## src/rtl/wavelet_sample_window_if.sv

```systemverilog
// Sample-in / window-out bundle between a sample source and the wavelet window feeder.
// The master drives samples and flush; the slave (the window) drives the tap outputs.
interface wavelet_sample_window_if #(
  parameter int BITS_PER_ELEM = 8,
  parameter int NUM_ELEM      = 9,
  parameter int CNT_BITS      = 16
);
  logic                              i_sample_valid;
  logic [BITS_PER_ELEM-1:0]          i_sample;
  logic                              i_flush;
  logic [NUM_ELEM*BITS_PER_ELEM-1:0] o_taps;
  logic                              o_start_calc;
  logic                              o_window_full;
  logic [CNT_BITS-1:0]               o_calc_count;

  modport master (
    output i_sample_valid, i_sample, i_flush,
    input  o_taps, o_start_calc, o_window_full, o_calc_count
  );

  modport slave (
    input  i_sample_valid, i_sample, i_flush,
    output o_taps, o_start_calc, o_window_full, o_calc_count
  );
endinterface

```

## src/rtl/wavelet_sample_window.sv

```systemverilog
// Sliding window of the last NUM_ELEM samples feeding the FIR wavelet stage,
// with a registered calc strobe issued once full and every DECIMATE accepts thereafter.
module wavelet_sample_window #(
  parameter int BITS_PER_ELEM = 8,
  parameter int NUM_ELEM      = 9,
  parameter int DECIMATE      = 1,
  parameter int CNT_BITS      = 16
) (
  input logic                     clk,
  input logic                     rst,
  wavelet_sample_window_if.slave  bus
);
  localparam int TW     = NUM_ELEM * BITS_PER_ELEM;
  localparam int FILL_W = $clog2(NUM_ELEM + 1);
  localparam int DEC_W  = (DECIMATE > 1) ? $clog2(DECIMATE) : 1;

  logic [TW-1:0]       taps_q, taps_d;
  logic [FILL_W-1:0]   fill_q, fill_d;
  logic [DEC_W-1:0]    dec_q, dec_d;
  logic                start_q, start_d;
  logic                full_q, full_d;
  logic [CNT_BITS-1:0] cnt_q, cnt_d;
  logic                full_after;
  logic                strobe;

  always_comb begin
    taps_d     = taps_q;
    fill_d     = fill_q;
    dec_d      = dec_q;
    cnt_d      = cnt_q;
    start_d    = 1'b0;
    full_after = 1'b0;
    strobe     = 1'b0;
    if (bus.i_sample_valid) begin
      taps_d     = {taps_q[TW-BITS_PER_ELEM-1:0], bus.i_sample};
      fill_d     = (fill_q == FILL_W'(NUM_ELEM)) ? fill_q : fill_q + 1'b1;
      full_after = (fill_d == FILL_W'(NUM_ELEM));
      strobe     = full_after && (dec_q == '0);
      // Decimation phase only advances once the window is full, so the
      // filling accept always lands on phase 0 and strobes.
      if (!full_after)
        dec_d = '0;
      else
        dec_d = (dec_q == DEC_W'(DECIMATE - 1)) ? '0 : dec_q + 1'b1;
      start_d = strobe;
      if (strobe)
        cnt_d = cnt_q + 1'b1;
    end
    full_d = (fill_d == FILL_W'(NUM_ELEM));
  end

  // Flush clears exactly like reset; a sample arriving with flush is dropped.
  always_ff @(posedge clk) begin
    if (rst || bus.i_flush) begin
      taps_q  <= '0;
      fill_q  <= '0;
      dec_q   <= '0;
      start_q <= 1'b0;
      full_q  <= 1'b0;
      cnt_q   <= '0;
    end else begin
      taps_q  <= taps_d;
      fill_q  <= fill_d;
      dec_q   <= dec_d;
      start_q <= start_d;
      full_q  <= full_d;
      cnt_q   <= cnt_d;
    end
  end

  assign bus.o_taps        = taps_q;
  assign bus.o_start_calc  = start_q;
  assign bus.o_window_full = full_q;
  assign bus.o_calc_count  = cnt_q;
endmodule

```

## src/flat_wrapper.sv

```systemverilog
// flat-port wrapper written by rule: the top's interface ports become plain ports
module wavelet_sample_window_flat 
#(
  parameter int BITS_PER_ELEM = 8,
  parameter int NUM_ELEM      = 9,
  parameter int DECIMATE      = 1,
  parameter int CNT_BITS      = 16
)
  (clk, rst, bus_i_sample_valid, bus_i_sample, bus_i_flush, bus_o_taps, bus_o_start_calc, bus_o_window_full, bus_o_calc_count);
  wavelet_sample_window_if #(.BITS_PER_ELEM(BITS_PER_ELEM), .NUM_ELEM(NUM_ELEM), .CNT_BITS(CNT_BITS)) bus_i ();
  input logic clk;
  input logic rst;
  input wire logic [$bits(bus_i.i_sample_valid)-1:0] bus_i_sample_valid;
  input wire logic [$bits(bus_i.i_sample)-1:0] bus_i_sample;
  input wire logic [$bits(bus_i.i_flush)-1:0] bus_i_flush;
  output wire logic [$bits(bus_i.o_taps)-1:0] bus_o_taps;
  output wire logic [$bits(bus_i.o_start_calc)-1:0] bus_o_start_calc;
  output wire logic [$bits(bus_i.o_window_full)-1:0] bus_o_window_full;
  output wire logic [$bits(bus_i.o_calc_count)-1:0] bus_o_calc_count;
  assign bus_i.i_sample_valid = bus_i_sample_valid;
  assign bus_i.i_sample = bus_i_sample;
  assign bus_i.i_flush = bus_i_flush;
  assign bus_o_taps = bus_i.o_taps;
  assign bus_o_start_calc = bus_i.o_start_calc;
  assign bus_o_window_full = bus_i.o_window_full;
  assign bus_o_calc_count = bus_i.o_calc_count;
  wavelet_sample_window #(.BITS_PER_ELEM(BITS_PER_ELEM), .NUM_ELEM(NUM_ELEM), .DECIMATE(DECIMATE), .CNT_BITS(CNT_BITS)) u_core (.clk(clk), .rst(rst), .bus(bus_i));
endmodule
```

## config.mk

```make
export PLATFORM = sky130hd
export DESIGN_NAME = wavelet_sample_window_flat
export DESIGN_NICKNAME = d
export VERILOG_FILES = /design/src/rtl/wavelet_sample_window_if.sv /design/src/rtl/wavelet_sample_window.sv /design/src/flat_wrapper.sv
export SDC_FILE = /design/constraint.sdc
export NUM_CORES = 1
export LEC_CHECK = 0
export BUFFER_PORTS_ARGS = -buffer_cell sky130_fd_sc_hd__buf_2
export CAP_MARGIN = 30
export CORE_MARGIN = 1
export CORE_UTILIZATION = 37
export CTS_BUF_LIST = sky130_fd_sc_hd__clkbuf_4
export CTS_CLUSTER_DIAMETER = 30
export DETAILED_ROUTE_END_ITERATION = 12
export GPL_TIMING_DRIVEN = 0
export PLACE_DENSITY = 0.59
export SYNTH_ARGS = -nofsm -noshare
export SYNTH_HDL_FRONTEND = slang
export SYNTH_SLANG_ARGS = --single-unit
```

## constraint.sdc

```tcl
create_clock -name clk -period 4.79 [get_ports clk]
set_input_delay 0.2395 -clock clk [delete_from_list [all_inputs] [get_ports clk]]
set_output_delay 0.2395 -clock clk [all_outputs]
set_load 0.05 [all_outputs]
```

* Word level (Yosys, flattened, before mapping)
Cells that the tools add are included.
** Storage, ports and cells
- Flip-flop bits (word level) :: 95
- Bits of input ports :: 12
- Output and inout bits :: 90
- Logic and storage cells :: 22
** Operators by class
- $add $sub $neg :: 3
- Eq/ne operators :: 3
- Mux-type cells :: 4
- Bitwise logic cells :: 2
- Reductions and logical operators :: 4
** Operators with widths (count)
- 16-bit by 1-bit adder with 16-bit output (second input constant) :: 1
- 4-bit equality test (second input constant) :: 3
- 4-bit 2-to-1 mux :: 2
- 4-bit by 1-bit adder with 4-bit output (second input constant) :: 1
- 1-bit 2-to-1 mux :: 2
- 1-bit NOT :: 2
- 2-bit AND reduction :: 1
- 2-bit OR reduction :: 1
- 1-bit adder (second input constant) :: 1
- 1-bit logical AND :: 1
- 1-bit logical OR :: 1

* Longest topological paths before layout
Gate-level depths: netlist of run 1.
- Depth in word-level cells :: 5
- Depth in mapped cells :: 8
- Depth with buffers taken out :: 7

* Worst setup path before layout of run 1
No wires, ideal clock.
- Kind :: reg-to-reg
- Start point :: register u_core.fill_q[1]
- End point :: register u_core.cnt_q[13] (netlist: u_core.bus.o_calc_count[13])
- Setup time :: 0.071 ns
- Data arrival time :: 1.818 ns
- Data required time :: 4.719 ns
- Setup slack :: 2.901 ns
- Stages on the path, launching flop included :: 9
- Path buffers :: 1
- Period minus slack after synthesis :: 1.889 ns
- Cell sequence :: dfxtp_1 inv_1 ha_1 nand3b_1 mux2i_1 o2111ai_2 buf_6 or3_1 a21oi_1
** Between the ends
- Word-level cells in the longest chain between the ends :: 5
- Elaborated cells on any way between the ends :: 6
- Those cells by class :: 1 x add/sub; 2 x eq/ne; 1 x mux; 2 x reduce/logical
** Ends and longest elaborated chain
- from (decl) :: line wavelet_sample_window.sv:18 : logic [FILL_W-1:0] fill_q, fill_d;
- from (signal assigned) :: line wavelet_sample_window.sv:63 : fill_q <= fill_d;
- 4-bit by 1-bit adder with 4-bit output / 4-bit equality test (equally long branches) :: line wavelet_sample_window.sv:36 : fill_d = (fill_q == FILL_W'(NUM_ELEM)) ? fill_q : fill_q + 1'b1;
- 4-bit 2-to-1 mux (*) :: line wavelet_sample_window.sv:36
- 4-bit equality test (*) :: line wavelet_sample_window.sv:37 : full_after = (fill_d == FILL_W'(NUM_ELEM));
- 1-bit logical AND (*) :: line wavelet_sample_window.sv:38 : strobe = full_after && (dec_q == '0);
- 2-bit AND reduction (no line) (*)
- to (signal assigned) :: line wavelet_sample_window.sv:67 : cnt_q <= cnt_d;
- to (decl) :: line wavelet_sample_window.sv:22 : logic [CNT_BITS-1:0] cnt_q, cnt_d;
Mark *: on every way between the ends. The rest lies on a longest branch, timed or not.
A chain may end at the register's enable or synchronous reset.

* Worst setup path in the final report of run 1
- Start point :: register u_core.fill_q[1]
- End point :: register u_core.cnt_q[11] (netlist: u_core.bus.o_calc_count[11])
Same word-level chain as after synthesis.

==> results.md, run 1 <==
- Initial antenna violation count: 0
- Final wirelength: 8.29 mm
- Clock group share of total power: 33.1%
- Setup crit start kind: register
- Die area: 10100 um2
- Synth warn: 0
- Port-buffer cells: 100
- Layout Cells excl Fill: 602
- Clock root buffer: clkbuf_4
- Worst Hold Class: in -> reg
- Fin nets: 483
- I/O Pins: 102
- DR WL met2: 3.79 mm
- Drt first pass iters: 6
- Share of cells above drive strength 1: 27.5%
- Endpoints failing setup: 0
- TritonCTS Buffers: 9
- Max Slew Vio Count: 0
- Drc violations: 0
- Max-slew headroom: 48.8%
- Worst-path cell chain: inv_1 > ha_1 > nand3b_1 > mux2i_1 > o2111ai_2 > buf_6 > or3_1 > a21oi_1
- R2R Setup Slk: 2.59 ns
- Switching pwr: 0.313 mW
- Core Area: 9330 um2
- Combinational Power Share: 6.1%
- First-pass GRT wire length: 13.2 mm
- Rows: 35
- Initial drt markers: 85
- Area delta synth->final: 22.3%
- Worst r2r path cells: 8
- Post-place setup slack: 2.62 ns
- Count of different cell masters after synthesis: 35
- Max-cap viol count: 0
- RSZ-0062 raised after global routing: no
- Setup Fix Bufs, Post-CTS: 0
- Setup WS post-layout: 2.59 ns
- Worst Setup End Kind: register
- Clock sink count: 94
- Die height: 101 um
- # placed instances: 586
- Final TNS setup: 0 ns
- Mean Syn Cell Area: 10.1 um2
- Worst path arrival time: 2.56 ns
- CP max stage cell: dfxtp_1
- Highest Clock Rate: 454 MHz
- Clock Latency Late Sink: 0.43 ns
- Hold EP: u_core.bus.o_taps[0]
- Tightest Pin Transition: 0.768 ns
- FF-to-FF End: u_core.bus.o_calc_count[11]
- Met1 Wirelength: 3.90 mm
- Resize count post-CTS: 0
- H-Tree Depth: 3
- Outcome: finished, final reports clean
- Detail Placement HPWL: 6.12 mm
- Largest net degree at the start of global routing: 16
- Initial Utilization: 38.6%
- Die X: 101 um
- WL per Instance: 13.8 um
- Grt total ovfl: 0
- Placer congestion estimate: 0.771
- Top layer in use: met4
- VDD IR max: 0.182 mV
- Hold_sp: bus_i_sample[0]
- Sequential Power Share: 60.8%
- Antenna Cells: 0
- P_int: 0.985 mW
- Met3 routed wirelength: 528 um
- Syn_nets: 372
- Yosys reg bits: 94
- Sequential element share of the synthesized area: 52.2%
- Switching Fraction: 24.1%
- CP required: 5.15 ns
- LEAKAGE: 2.07 nW
- Vias in the first global route: 2626
- Fin. Hold Viols: 0
- Reg clk slew, reported paths: 0.14 ns
- Via density: 4.76
- Post-CTS Hold Fix Bufs: 0
- Pwr Density: 295 nW/um2
- CTS tree: built
- R2r startpoint: u_core.fill_q[1]
- Critical path class: reg -> reg
- Overall Global Routing Usage: 16.9%
- Critical path's largest stage delay: 0.46 ns
- Bufs on Longest Clock Path: 2
- Worst Path Max Fanout: 10
- Post-synthesis cell area: 3600 um2
- Final period util: 45.9%
- Post-route ant nets: 0
- Hold path depth: 3
- Mapped Cells: 357
- Via total after detailed routing: 2868
- Fin crit period: 2.20 ns
- Clk_skew: 0.0121 ns
stage by stage:
stage,power [mW],utilization (%),hold slack (ns),area (um2)
2_1_floorplan,0.865,-,0.387,3600
3_3_place_gp,0.885,45.7,0.472,4260
3_5_place_dp,0.886,45.7,0.479,4260
4_1_cts,1.32,47.2,0.0139,4410
5_1_grt,1.35,47.2,0.0241,4410
6_report,1.30,47.2,0.0359,4410
how the worst max path moves through the flow:
stage                startpoint                          end  slack, ns  depth (start not counted)
2_1_floorplan  u_core.fill_q[1]  u_core.bus.o_calc_count[13]       2.90                          8
3_3_place_gp   u_core.fill_q[1]  u_core.bus.o_calc_count[13]       2.67                          8
3_5_place_dp   u_core.fill_q[1]  u_core.bus.o_calc_count[11]       2.62                          8
4_1_cts        u_core.fill_q[1]  u_core.bus.o_calc_count[11]       2.59                          8
5_1_grt        u_core.fill_q[1]  u_core.bus.o_calc_count[11]       2.41                          8
6_report       u_core.fill_q[1]  u_core.bus.o_calc_count[11]       2.59                          8
placed cells by master, fill, tap and decap left out, types with 4 or more instances in the layout:
cell type	instances
nand4_1	6
o21ai_0	8
buf_2	107
mux2i_1	74
clkbuf_4	11
or3_1	9
clkbuf_1	13
a21oi_1	10
nand2_1	8
o211ai_1	4
nor2_1	82
dfxtp_1	94
critical path, delay by kind of cell (launching register included):
family | cells | cell delay [ns]
buf+inv | 2 | 0.29
mux | 1 | 0.30
compound gates | 2 | 0.37
simple gates | 2 | 0.41
fa+ha+maj | 1 | 0.31
flops | 1 | 0.46
cells in the mapped netlist:
master / n / area (um2)
o21ai_0: 8 / 40.0
or2_2: 1 / 6.26
and4_1: 1 / 8.76
a31oi_1: 2 / 12.5
a21oi_4: 1 / 16.3
xor2_1: 2 / 17.5
mux2i_1: 74 / 741
nand2_1: 8 / 30.0
o31ai_1: 2 / 15.0
a21oi_1: 10 / 50.1
nor3b_1: 1 / 7.51
o2111ai_2: 1 / 15.0
and2_1: 2 / 12.5
a211oi_1: 1 / 7.51
nand3b_1: 3 / 22.5
nand3b_4: 1 / 20.0
inv_1: 3 / 11.3
buf_2: 7 / 35.0
o211ai_1: 4 / 30.0
o21ai_1: 1 / 5.00
ha_1: 3 / 37.5
nor2b_1: 2 / 12.5
clkbuf_1: 13 / 48.8
xnor2_1: 2 / 17.5
nor4_1: 2 / 12.5
dfxtp_1: 94 / 1880
nand3_1: 3 / 15.0
or3_1: 9 / 56.3
a21bo_2: 1 / 10.0
nand4_1: 6 / 37.5
o31a_1: 1 / 8.76
nor2_1: 82 / 308
o21a_1: 1 / 7.51
or4_1: 3 / 22.5
buf_6: 2 / 22.5
sequential cells by signal (all words and copies together) (netlist names):
signal                    flops
u_core.bus.o_calc_count      16
u_core.bus.o_start_calc       1
u_core.bus.o_taps            72
u_core.bus.o_window_full      1
u_core.fill_q                 4
per-layer routing:
layer,up-vias,global-route usage (%)
li1,1452,-
met1,1326,22.2
met2,84,26.1
met3,6,5.96
met4,0,4.68
met5,-,0
area by class of cell:
cell class / instances / area [um2]
fill: 922 / 4920
sequential: 94 / 1880
multi-input combinational: 238 / 1600
timing repair buffer: 100 / 500
tap: 129 / 161
buffer: 22 / 106
clock buffer: 11 / 82.6
clock inverter: 5 / 58.8
inverter: 3 / 11.3
cell families after synthesis:
kind of cell,synth area share (%)
AOI/OAI and AO/OA,6.04
adders and majority gates,1.04
and+or+nand+nor,15.9
DFF,52.2
xor gates and xnor gates,0.973
muxes,20.6
buffers and inverters,3.26
power by group through the flow:
stage | Sequential, mW | Combinational (mW) | Clock, mW
2_1_floorplan | 0.815 | 0.0495 | 0
3_3_place_gp | 0.806 | 0.0792 | 0
3_5_place_dp | 0.806 | 0.0800 | 0
4_1_cts | 0.789 | 0.0801 | 0.450
5_1_grt | 0.790 | 0.0865 | 0.478
6_report | 0.789 | 0.0793 | 0.430
Power figures use the tool's default switching activity.
==> run 2: changes to the inputs <==
--- a/config.mk
+++ b/config.mk
@@ -5,6 +5,7 @@
 export SDC_FILE = /design/constraint.sdc
 export NUM_CORES = 1
 export LEC_CHECK = 0
+export ABC_AREA = 1
 export BUFFER_PORTS_ARGS = -buffer_cell sky130_fd_sc_hd__buf_2
 export CAP_MARGIN = 30
 export CORE_MARGIN = 1
@@ -13,7 +14,7 @@
 export CTS_CLUSTER_DIAMETER = 30
 export DETAILED_ROUTE_END_ITERATION = 12
 export GPL_TIMING_DRIVEN = 0
-export PLACE_DENSITY = 0.59
+export PLACE_DENSITY = 0.61
 export SYNTH_ARGS = -nofsm -noshare
 export SYNTH_HDL_FRONTEND = slang
 export SYNTH_SLANG_ARGS = --single-unit
==> constraint.sdc (replaced) <==
create_clock -name clk -period 2 [get_ports clk]
set_input_delay 0.1 -clock clk [delete_from_list [all_inputs] [get_ports clk]]
set_output_delay 0.1 -clock clk [all_outputs]
set_load 0.05 [all_outputs]
==> run 2 against run 1 <==
Effect of this change: worst setup slack lost 2.3 ns; fmax increased by 29%; design area is 7.6% higher; clock-buffer cell count fell by 1; core utilization up 0.59 points; critical path depth up 3; non-clock buffer count increased by 16; wire length is 16% higher; global-route usage is 1.0 points higher; clock power up 150%; sequential share of layout area decreased by 3.0 points; critical endpoint is now u_core.bus.o_calc_count[12]; largest cell class unchanged.
==> results.md, run 2 <==
- Outcome: finished, final reports clean (unchanged)
- CTS tree: built (unchanged)
- Port-buffer cells: 100 (unchanged)
- Pwr Density: 670 nW/um2 (was 295 nW/um2)
- TritonCTS Buffers: 9 (unchanged)
- Share of the synthesized area in the top cell type: 49.2% (was 52.2%)
- WL per Instance: 12.4 um (was 13.8 um)
- Reg clk slew, reported paths: 0.15 ns (was 0.14 ns)
- Max-slew headroom: 56.3% (was 48.8%)
- Worst-path cell chain: inv_1 > ha_1 > nand3_2 > nand2_1 > nand2_2 > nand2_1 > nor2_2 > nand2_2 > buf_6 > nand2_1 > a21oi_2 (was inv_1 > ha_1 > nand3b_1 > mux2i_1 > o2111ai_2 > buf_6 > or3_1 > a21oi_1)
- Final TNS setup: 0 ns (unchanged)
- H-Tree Depth: 3 (unchanged)
- Core Area: 9910 um2 (was 9330 um2)
- Synth warn: 0 (unchanged)
- Bufs on Longest Clock Path: 2 (unchanged)
- Via density: 4.71 (was 4.76)
- Top cell by count, worst path: nand2_1
- P_int: 2.35 mW (was 0.985 mW)
- Clock sink count: 94 (unchanged)
- Overall Global Routing Usage: 17.9% (was 16.9%)
- Vias in the first global route: 3265 (was 2626)
- Fill cell count: 1029 (was 922)
- Drt first pass iters: 4 (was 6)
- Area delta synth->final: 23.9% (was 22.3%)
- R2r startpoint: u_core.fill_q[1] (unchanged)
- GRT met1 Usage: 23.4% (was 22.2%)
- Post-synth EDFFs: 0 (unchanged)
- Initial drt markers: 129 (was 85)
- Post-synthesis cell area: 3820 um2 (was 3600 um2)
- Largest net degree at the start of global routing: 17 (was 16)
- Tightest Pin Transition: 0.656 ns (was 0.768 ns)
- WHS: 0.145 ns (was 0.0359 ns)
- Max-cap viol count: 0 (unchanged)
- Worst r2r path cells: 11 (was 8)
- Initial Utilization: 38.6% (about the same)
- Syn_nets: 528 (was 372)
- Yosys reg bits: 94 (unchanged)
- Highest Clock Rate: 588 MHz (was 454 MHz)
- Post-CTS Hold Fix Bufs: 10 (was 0)
- Clk_skew: 0.0125 ns (was 0.0121 ns)
- Worst setup path startpoint: u_core.fill_q[1] (unchanged)
- Fin. Hold Viols: 0 (unchanged)
- First-pass GRT wire length: 15.6 mm (was 13.2 mm)
- Top area cells in the synthesized netlist: dfxtp_1, nand2_1, a21oi_1 (was dfxtp_1, mux2i_1, nor2_1)
- Worst Hold Class: in -> reg (unchanged)
- Count of different cell masters after synthesis: 29 (was 35)
- Most frequent cell after synthesis: nand2_1 (was dfxtp_1)
- Endpoints failing setup: 0 (unchanged)
- CP required: 2.31 ns (was 5.15 ns)
- Max reg flops: 72 (unchanged)
- Met2 Usage GRT: 29.0% (was 26.1%)
- Rows: 36 (was 35)
- Setup crit end: u_core.bus.o_calc_count[12] (was u_core.bus.o_calc_count[11])
- Sequential element share of the synthesized area: 49.2% (was 52.2%)
- I/O Pins: 102 (unchanged)
- Fin crit period: 1.70 ns (was 2.20 ns)
- Detail Placement HPWL: 7.02 mm (was 6.12 mm)
- Switching pwr: 0.825 mW (was 0.313 mW)
- Clock root buffer: clkbuf_4 (unchanged)
- R2R Setup Slk: 0.30 ns (was 2.59 ns)
- Fin util: 47.8% (was 47.2%)
- Footprint of the multi-input gates: 1730 um2 (was 1600 um2)
- VDD IR max: 0.357 mV (was 0.182 mV)
- Most frequent cells in the layout: nand2_1, buf_2, dfxtp_1 (was buf_2, dfxtp_1, nor2_1)
- Via total after detailed routing: 3638 (was 2868)
- Clock group share of total power: 33.6% (was 33.1%)
- Max Slew Vio Count: 0 (unchanged)
- Most common cell after layout, fill and taps aside: nand2_1 (was buf_2)
- Fin nets: 649 (was 483)
- Grt total ovfl: 0 (unchanged)
- Worst path arrival time: 2.01 ns (was 2.56 ns)
- Setup crit start kind: register (unchanged)
- Worst Setup End Kind: register (unchanged)
- Die X: 104 um (was 101 um)
- Ys async rst share: 0% (unchanged)
- CP max stage cell: dfxtp_1 (unchanged)
- Sequential Power Share: 59.7% (was 60.8%)
- Mapped Cells: 513 (was 357)
- Die height: 104 um (was 101 um)
- Post-route ant nets: 0 (unchanged)
- Top cells by count, synth: nand2_1, dfxtp_1, a21oi_1, nor2_1, clkbuf_1 (was dfxtp_1, nor2_1, mux2i_1, clkbuf_1, a21oi_1)
- M3 GR Usage: 3.21% (was 5.96%)
- # placed instances: 746 (was 586)
- Worst Path Max Fanout: 10 (unchanged)
- LEAKAGE: 1.90 nW (was 2.07 nW)
- Critical path's largest stage delay: 0.43 ns (was 0.46 ns)
- Layer with the highest usage: met2 (unchanged)
- Placer congestion estimate: 0.824 (was 0.771)
- Switching Fraction: 26.0% (was 24.1%)
- Hold_sp: bus_i_sample_valid (was bus_i_sample[0])
- Initial antenna violation count: 1 (was 0)
- Combinational Power Share: 6.7% (was 6.1%)
- Mean Syn Cell Area: 7.46 um2 (was 10.1 um2)
- Clock Latency Late Sink: 0.44 ns (was 0.43 ns)
- Critical path class: reg -> reg (unchanged)
- Top_reg_cell synth: dfxtp_1 (unchanged)
- Share of cells above drive strength 1: 24.1% (was 27.5%)
- Layout Cells excl Fill: 773 (was 602)
- Placed cell area: 4490 um2 (was 4260 um2)
- Final period util: 85.0% (was 45.9%)
- Register area: 1880 um2 (unchanged)
- Die area: 10700 um2 (was 10100 um2)
- FF-to-FF End: u_core.bus.o_calc_count[12] (was u_core.bus.o_calc_count[11])
- Setup Fix Bufs, Post-CTS: 0 (unchanged)
- RSZ-0062 raised after global routing: no (unchanged)
- Largest area contributor in the netlist: dfxtp_1 (unchanged)
- Final Cell Area: 4740 um2 (was 4410 um2)
- Final wirelength: 9.60 mm (was 8.29 mm)
- Resize count post-CTS: 0 (unchanged)
- Drc violations: 0 (unchanged)
-- run 2: cell count changes after synthesis, moves of 10 or more --
cell	before	now
a21oi_1	10	78
a21oi_2	0	10
inv_1	3	16
mux2i_1	74	0
nand2_1	8	205
nand2_2	0	14
nor2_1	82	23
-- run 2: final cells by class --
class	instances	share of cell area, %
timing repair buffer	110	12.7
sequential	94	39.7
antenna	1	0.0528
multi-input combinational	371	36.6
tap	133	3.51
clock buffer	10	1.58
buffer	28	2.85
clock inverter	6	1.45
inverter	20	1.58
-- run 2: kinds of logic after synthesis --
group / after synthesis / synth area share (%)
compound gates: 94 / 13.3
fa+ha+maj: 3 / 0.981
xor+xnor: 7 / 1.60
simple gates: 267 / 29.4
flops: 94 / 49.2
buf+inv: 48 / 5.50
-- run 2: worst max-delay path: cells and delay by family (launching register included) --
kind	cells	cell delay, ns
simple gates	7	0.63
flops	1	0.43
buf+inv	2	0.26
fa+ha+maj	1	0.22
compound gates	1	0.05
-- run 2: worst min path at each step --
stage	endpoint	cells past startpoint
global placement	u_core.bus.o_taps[3]	3
finish	u_core.bus.o_calc_count[2]	5
floorplan	u_core.bus.o_taps[0]	2
CTS	u_core.bus.o_calc_count[2]	5
detailed placement	u_core.bus.o_taps[5]	3
global route	u_core.bus.o_calc_count[5]	5
-- run 2: layer usage --
layer | up-vias | part of all wire (%)
li1 | 1876 | -
met1 | 1660 | 48
met2 | 90 | 46
met3 | 12 | 4.8
met4 | 0 | 1.6
met5 | - | 0
-- run 2: power groups by stage --
stage                     registers, mW  clock network (mW)  logic, mW
after floorplan                    1.96                   0      0.118
after global routing               1.90                1.19      0.237
after global placement             1.93                   0      0.197
after detailed placement           1.93                   0      0.199
after CTS                          1.89                1.10      0.214
final                              1.89                1.07      0.213
-- run 2: metrics by stage --
step	setup WS, ns	total power [mW]
after floorplan	0.255	2.08
after global placement	0.350	2.13
after detailed placement	0.303	2.13
after CTS	0.292	3.21
after global routing	0.129	3.32
final	0.299	3.17
